===== config.mk =====
export PLATFORM = sky130hd
export DESIGN_NAME = time_syn_frame_rx
export DESIGN_NICKNAME = d
export VERILOG_FILES = /design/src/rtl/time_syn_pkg.sv /design/src/rtl/time_syn_frame_rx.sv
export SDC_FILE = /design/constraint.sdc
export NUM_CORES = 1
export LEC_CHECK = 0
export ABC_AREA = 1
export CAP_MARGIN = 20
export CORE_MARGIN = 1
export CORE_UTILIZATION = 35
export CTS_CLUSTER_SIZE = 25
export DETAILED_ROUTE_END_ITERATION = 12
export PLACE_DENSITY = 0.63
export SYNTH_ARGS = -nofsm -noshare
export SYNTH_HDL_FRONTEND = slang
export SYNTH_SLANG_ARGS = --single-unit

===== constraint.sdc =====
create_clock -name i_clk -period 2.05 [get_ports i_clk]
set_input_delay 0.41 -clock i_clk [delete_from_list [all_inputs] [get_ports i_clk]]
set_output_delay 0.41 -clock i_clk [all_outputs]
set_load 0.005 [all_outputs]

===== src/rtl/time_syn_pkg.sv =====
// Shared definitions for the time-sync frame transmitter and receiver.
// Frame layout constants, type codes and receiver state encoding.
package time_syn_pkg;

    localparam int          P_FRAME_LEN = 8;
    localparam logic [15:0] P_MAGIC     = 16'hA55A;
    localparam logic [7:0]  P_TYPE_TS   = 8'h01;
    localparam logic [7:0]  P_TYPE_RET  = 8'h02;
    localparam logic [7:0]  P_TYPE_STD  = 8'h03;

    localparam int BEAT_HDR  = 0;
    localparam int BEAT_TIME = 1;

    typedef enum logic [1:0] {
        S_IDLE,
        S_TIME,
        S_PAD,
        S_DROP
    } rx_state_t;

    typedef enum logic [1:0] {
        F_NONE,
        F_TS,
        F_RET,
        F_STD
    } frame_kind_t;

    function automatic frame_kind_t decode_type(input logic [7:0] t);
        case (t)
            P_TYPE_TS:  return F_TS;
            P_TYPE_RET: return F_RET;
            P_TYPE_STD: return F_STD;
            default:    return F_NONE;
        endcase
    endfunction

endpackage


===== src/rtl/time_syn_frame_rx.sv =====
// Time-sync frame receiver: validates 8-beat AXIS frames and
// publishes the carried 64-bit time per frame type.
module time_syn_frame_rx
    import time_syn_pkg::*;
(
    input  logic        i_clk,
    input  logic        i_rst_n,
    input  logic        i_rx_axis_tvalid,
    input  logic [63:0] i_rx_axis_tdata,
    input  logic        i_rx_axis_tlast,
    input  logic [7:0]  i_rx_axis_tkeep,
    input  logic        i_rx_axis_tuser,
    output logic [63:0] o_recv_time_stamp,
    output logic        o_recv_ts_valid,
    output logic [63:0] o_recv_return_ts,
    output logic        o_recv_return_valid,
    output logic [63:0] o_recv_std_time,
    output logic        o_recv_std_valid,
    output logic [15:0] o_frame_cnt,
    output logic [15:0] o_err_cnt
);

    logic        r_valid;
    logic [63:0] r_data;
    logic        r_last;
    logic [7:0]  r_keep;
    logic        r_user;

    always_ff @(posedge i_clk or negedge i_rst_n) begin
        if (!i_rst_n) begin
            r_valid <= 1'b0;
            r_data  <= '0;
            r_last  <= 1'b0;
            r_keep  <= '0;
            r_user  <= 1'b0;
        end else begin
            r_valid <= i_rx_axis_tvalid;
            r_data  <= i_rx_axis_tdata;
            r_last  <= i_rx_axis_tlast;
            r_keep  <= i_rx_axis_tkeep;
            r_user  <= i_rx_axis_tuser;
        end
    end

    rx_state_t   state;
    frame_kind_t kind;
    frame_kind_t commit_kind;
    frame_kind_t hdr_kind;
    logic [3:0]  cnt;
    logic [63:0] hold;
    logic        commit;
    logic        keep_ok;
    logic        hdr_ok;
    logic        pad_good;
    logic        bad;

    // bad marks the single beat on which a rejected frame is counted
    always_comb begin
        keep_ok  = (r_keep == 8'hFF);
        hdr_kind = decode_type(r_data[47:40]);
        hdr_ok   = (r_data[63:48] == P_MAGIC) && (hdr_kind != F_NONE)
                   && keep_ok && !r_last;
        pad_good = r_last && (cnt == 4'(P_FRAME_LEN - 1))
                   && keep_ok && !r_user;
        bad      = 1'b0;
        if (r_valid) begin
            case (state)
                S_IDLE:  bad = r_last && !hdr_ok;
                S_TIME:  bad = r_last;
                S_PAD:   bad = r_last && !pad_good;
                S_DROP:  bad = r_last;
                default: bad = 1'b0;
            endcase
        end
    end

    always_ff @(posedge i_clk or negedge i_rst_n) begin
        if (!i_rst_n) begin
            state       <= S_IDLE;
            kind        <= F_NONE;
            commit_kind <= F_NONE;
            cnt         <= 4'(BEAT_HDR);
            hold        <= '0;
            commit      <= 1'b0;
        end else begin
            commit <= 1'b0;
            if (r_valid) begin
                case (state)
                    S_IDLE: begin
                        if (hdr_ok) begin
                            kind  <= hdr_kind;
                            cnt   <= 4'(BEAT_TIME);
                            state <= S_TIME;
                        end else if (!r_last) begin
                            state <= S_DROP;
                        end
                    end
                    S_TIME: begin
                        hold <= r_data;
                        cnt  <= 4'(BEAT_TIME + 1);
                        if (r_last)
                            state <= S_IDLE;
                        else if (!keep_ok)
                            state <= S_DROP;
                        else
                            state <= S_PAD;
                    end
                    S_PAD: begin
                        if (r_last) begin
                            state       <= S_IDLE;
                            commit      <= pad_good;
                            commit_kind <= kind;
                        end else if (!keep_ok
                                     || cnt == 4'(P_FRAME_LEN - 1)) begin
                            state <= S_DROP;
                        end else begin
                            cnt <= cnt + 4'd1;
                        end
                    end
                    S_DROP: begin
                        if (r_last)
                            state <= S_IDLE;
                    end
                    default: state <= S_IDLE;
                endcase
            end
        end
    end

    logic [63:0] ts_time;
    logic [63:0] ret_time;
    logic [63:0] std_time;
    logic        ts_valid;
    logic        ret_valid;
    logic        std_valid;
    logic [15:0] frame_cnt;
    logic [15:0] err_cnt;

    always_ff @(posedge i_clk or negedge i_rst_n) begin
        if (!i_rst_n) begin
            ts_time   <= '0;
            ret_time  <= '0;
            std_time  <= '0;
            ts_valid  <= 1'b0;
            ret_valid <= 1'b0;
            std_valid <= 1'b0;
            frame_cnt <= '0;
            err_cnt   <= '0;
        end else begin
            ts_valid  <= 1'b0;
            ret_valid <= 1'b0;
            std_valid <= 1'b0;
            if (commit) begin
                frame_cnt <= frame_cnt + 16'd1;
                case (commit_kind)
                    F_TS: begin
                        ts_time  <= hold;
                        ts_valid <= 1'b1;
                    end
                    F_RET: begin
                        ret_time  <= hold;
                        ret_valid <= 1'b1;
                    end
                    F_STD: begin
                        std_time  <= hold;
                        std_valid <= 1'b1;
                    end
                    default: ;
                endcase
            end
            if (bad && err_cnt != 16'hFFFF)
                err_cnt <= err_cnt + 16'd1;
        end
    end

    assign o_recv_time_stamp   = ts_time;
    assign o_recv_ts_valid     = ts_valid;
    assign o_recv_return_ts    = ret_time;
    assign o_recv_return_valid = ret_valid;
    assign o_recv_std_time     = std_time;
    assign o_recv_std_valid    = std_valid;
    assign o_frame_cnt         = frame_cnt;
    assign o_err_cnt           = err_cnt;

endmodule


==> parameters.txt <==
Parameter                              Value

Route
  Number of iterations in the first detailed-routing pass ... 7
  Number of vias per cell after detailed routing ... approximately 4.6
  Final routed wire length divided by cell count ... between 15 and 20 um
  Remaining number of nets flagged by the antenna check after routing ... 0
  Remaining design rule violation count ... 0
  Total number of vias ... 9985
  Total wirelength of the detailed-routed design ... 34.76 mm
  Count of routing violations after the opening detailed-route iteration ... a little over 600

Pwr
  Power density over cell area ... 965.3 nW/um^2
  Switching pwr ... 4.722 mW
  Design Power ... between 15 and 20 mW
  Leakage power of the design ... approximately 8.6 nW
  Clock network fraction of design power ... between 40% and 50%
  Portion of total power attributed to sequential cells ... between 40% and 50%
  Max IR drop VDD ... 0.4469 mV
  Power Internal ... between 10 and 15 mW
  Net switching share of the total power ... between 20% and 30%
  Relative contribution of combinational cells to total power ... roughly 13%

Timing
  Worst-Margin Slew ... ~650 ps
  Pins over their slew limit ... 0
  Max Freq ... a little over 500 MHz
  Post-route clock skew ... ~14 ps
  Tightest slew margin relative to the limit ... around 57%
  Clock period minus final worst setup slack ... approximately 2000 ps
  Worst Hold Margin ... a little over 300 ps
  Count of endpoints failing setup in the final report ... 0
  Endpoints failing hold ... 0
  PnR worst setup slack ... between 60 and 70 ps
  Fraction of the cycle the final worst path needs ... 96.82%

Run
  # Max-Cap Violations ... 0

Critical path
  Worst R2R Path Depth ... 10
  Source of the worst register-to-register timing path ... state[0]
  Slack of the worst reg-to-reg path ... between 200 and 250 ps
  WP data required ... between 1500 and 2000 ps
  Gate family responsible for the most delay along the worst path ... buffers and inverters
  Crit path max-delay cell type ... sky130_fd_sc_hd__clkdlybuf4s50_1
  Path type of the worst setup path ... reg2out
  Endpoint class of the critical path ... output pin
  Critical path arrival ... approximately 1600 ps
  Largest stage delay on the critical path ... about 560 ps
  Worst-path cell chain ... clkdlybuf4s50_1
  Startpoint class of the critical path ... flop
  Highest fanout seen on the critical path ... 6
  Endpoint of the lowest-slack register-to-register path ... o_err_cnt[2]
  Buffering stage count on the worst path with inverters included ... 1

GRT
  Antenna violations before repair ... 1
  Pin count of the biggest net entering global routing ... 77
  Overall track demand over capacity in global routing ... about 17%
  Wire length of the first global-routing pass ... ~54 mm
  Via count of the first global-routing pass ... between 9k and 10k
  Grt ovf ... 0

Cells and area
  Final core area utilization ... 48.84%
  Area growth, synth to finish ... 37.86%
  Area of the multi-input gates ... between 3000 and 4000 sq um
  Net total in the final layout ... approximately 1.7k
  Filler Cells Inserted ... 3502
  Design Area, Final ... about 19000 sq um
  Sequential cell area in the final layout ... approximately 9400 sq um
  Layout cell share with drive strength beyond 1 ... 6.843%

Synthesis
  Post-synth top flop ... sky130_fd_sc_hd__dfrtp_1
  Compound-gate portion of the synthesized area ... 10.08%
  Share of flip-flops with an asynchronous set or reset ... 100.0%
  Cell Area, Synth ... 13690 sq um
  Count of flip-flops with a built-in enable after synthesis ... 0
  Post-synthesis cell count ... 1318
  Distinct cells, synth ... 31
  Syn. warnings ... 0
  XOR/XNOR share of the synthesized area ... between 1.5 and 2%
  Share of synthesized area spent on multiplexers ... 0%
  Number of register bits inferred by synthesis ... 377
  Area share of and/or/nand/nor cells after synthesis ... 14.01%
  Post-Synth Adder-Cell Area ... 0.7310%
  Synth Net Count ... ~1.4k
  Main combinational cell family by area after synthesis ... simple AND/OR/NAND/NOR gates
  Mean instance size in the synthesized netlist ... 10.39 sq um
  Sequential-to-total area share from yosys stat ... 68.90%

Clocking
  Root buffer cell ... sky130_fd_sc_hd__clkbuf_16
  Number of buffers created by CTS ... 41
  Clock sinks ... ~380
  H-tree Lvls ... 2
  Clock input transition at the sequential cells of the worst setup and hold paths ... ~60 ps
  Clock tree from TritonCTS ... done
  Longest Clk Path Bufs ... 3
  Clock Latency Late Sink ... between 500 and 600 ps

Placed design
  Number of buffers added on ports ... between 300 and 400
  Placed Area ... around 17000 sq um
  GP Congestion ... 0.8358
  Placed wire-length estimate after detailed placement ... around 24 mm
  Place WS ... between 70 and 80 ps

Floorplanning
  Site row count ... 72
  Die Height ... roughly 200 um
  Initial core utilization ... between 30% and 40%
  Area of the core ... 38650 sq um
  Num ports ... 304
  Die Width ... between 150 and 200 um
  Die area ... roughly 40000 sq um

Min path
  Critical hold path startpoint ... i_rx_axis_tdata[50]
  Worst hold path depth ... 1
  Hold Path Sink ... r_data[50]
  Hold WC Path Type ... in2reg

Outcome
  Run status ... finished, final reports clean
## power groups by stage
stage | clock, mW | combinational [mW] | sequential, mW
final | 7.35 | 2.34 | 8.53
after global routing | 7.87 | 2.73 | 8.62
after CTS | 7.56 | 2.38 | 8.53
after detailed placement | 0 | 2.37 | 8.66
after global placement | 0 | 2.30 | 8.64
after floorplan | 0 | 1.44 | 8.59
## per-stage QoR
| stage | instances | TNS (ps) |
|---|---|---|
| after global placement | 2103 | 0 |
| after detailed placement | 2103 | 0 |
| after global routing | 2185 | -2.026 |
| final | 2185 | 0 |
| after floorplan | 1318 | 0 |
| after CTS | 2178 | 0 |
## synth_stat cells (4+ instances only)
cell                       count  area [sq um]
sky130_fd_sc_hd__nor2_1       98         367.9
sky130_fd_sc_hd__inv_2         4         15.01
sky130_fd_sc_hd__nor3_1        6         30.03
sky130_fd_sc_hd__o21ai_0     191         955.9
sky130_fd_sc_hd__nand2_1     308          1156
sky130_fd_sc_hd__a21oi_1      64         320.3
sky130_fd_sc_hd__inv_1       100         375.4
sky130_fd_sc_hd__nor3_2        5         50.05
sky130_fd_sc_hd__clkbuf_1     48         180.2
sky130_fd_sc_hd__ha_1          8         100.1
sky130_fd_sc_hd__xor2_1       15         131.4
sky130_fd_sc_hd__xnor2_1      10         87.58
sky130_fd_sc_hd__dfrtp_1     377          9434
sky130_fd_sc_hd__nand4_1       5         31.28
sky130_fd_sc_hd__nand3_1      35         175.2
sky130_fd_sc_hd__o21ai_1      14         70.07
sky130_fd_sc_hd__buf_2         9         45.04
## final cells by class
type / count / area share (%)
diodes: 1 / 0.01326
clock buffers: 64 / 6.489
clock inverters: 10 / 0.7225
inverters: 104 / 2.108
multi-input cells: 776 / 19.20
flip-flops and latches: 377 / 49.99
well taps: 518 / 3.433
repair buffers: 335 / 18.04
## cell usage in the layout (no fill, tap or decap), drive strengths merged
master	count
a21oi	65
buf	32
bufinv	3
clkbuf	64
clkdlybuf4s50	302
clkinv	3
clkinvlp	3
dfrtp	377
diode	1
dlygate4sd3	1
ha	8
inv	105
nand2	311
nand3	36
nand3b	3
nand4	5
nor2	102
nor3	11
nor3b	2
o211a	1
o21a	1
o21ai	205
or2	1
xnor2	10
xor2	15
## repair_timing
action / CTS / global route
setup endpoints to repair: 0 / 17
hold endpoints to repair: 41 / 0
resized for setup: 0 / 2
setup buffers: 0 / 6
hold buffers: 1 / 0
## registers in the layout (all words and copies together), names as in the netlist
name,count
commit_kind,2
o_recv_return_valid,1
r_data,64
hold,64
cnt,4
o_err_cnt,16
commit,1
o_recv_std_valid,1
o_recv_return_ts,64
state,2
r_user,1
o_recv_std_time,64
o_recv_ts_valid,1
r_last,1
kind,2
r_keep,8
r_valid,1
o_frame_cnt,16
o_recv_time_stamp,64
## cell families after synthesis
| kind of cell | Yosys count |
|---|---|
| xor+xnor | 25 |
| flops | 377 |
| buf+inv | 165 |
| fa+ha+maj | 8 |
| simple gates | 471 |
| compound gates | 272 |
## worst max path at each step
stage,from,cells past startpoint,slack [ps],to
2_1_floorplan,state[0],10,430,o_err_cnt[12]
3_3_place_gp,state[0],10,170,o_err_cnt[2]
3_5_place_dp,state[0],10,80,o_err_cnt[6]
4_1_cts,o_err_cnt[3],1,30,o_err_cnt[3]
5_1_grt,state[0],10,-2,o_err_cnt[2]
6_report,o_err_cnt[4],1,70,o_err_cnt[4]
## metal layers
metal | GRT usage, % | up-vias | part of all wire, %
met1 | 23.73 | 4809 | 44
met3 | 3.646 | 51 | 5.5
met2 | 27.12 | 273 | 48
li1 | - | 4852 | -
met4 | 5.937 | 0 | 2.4
met5 | 0 | - | 0
Note: power is estimated with default switching activity, not from simulation.
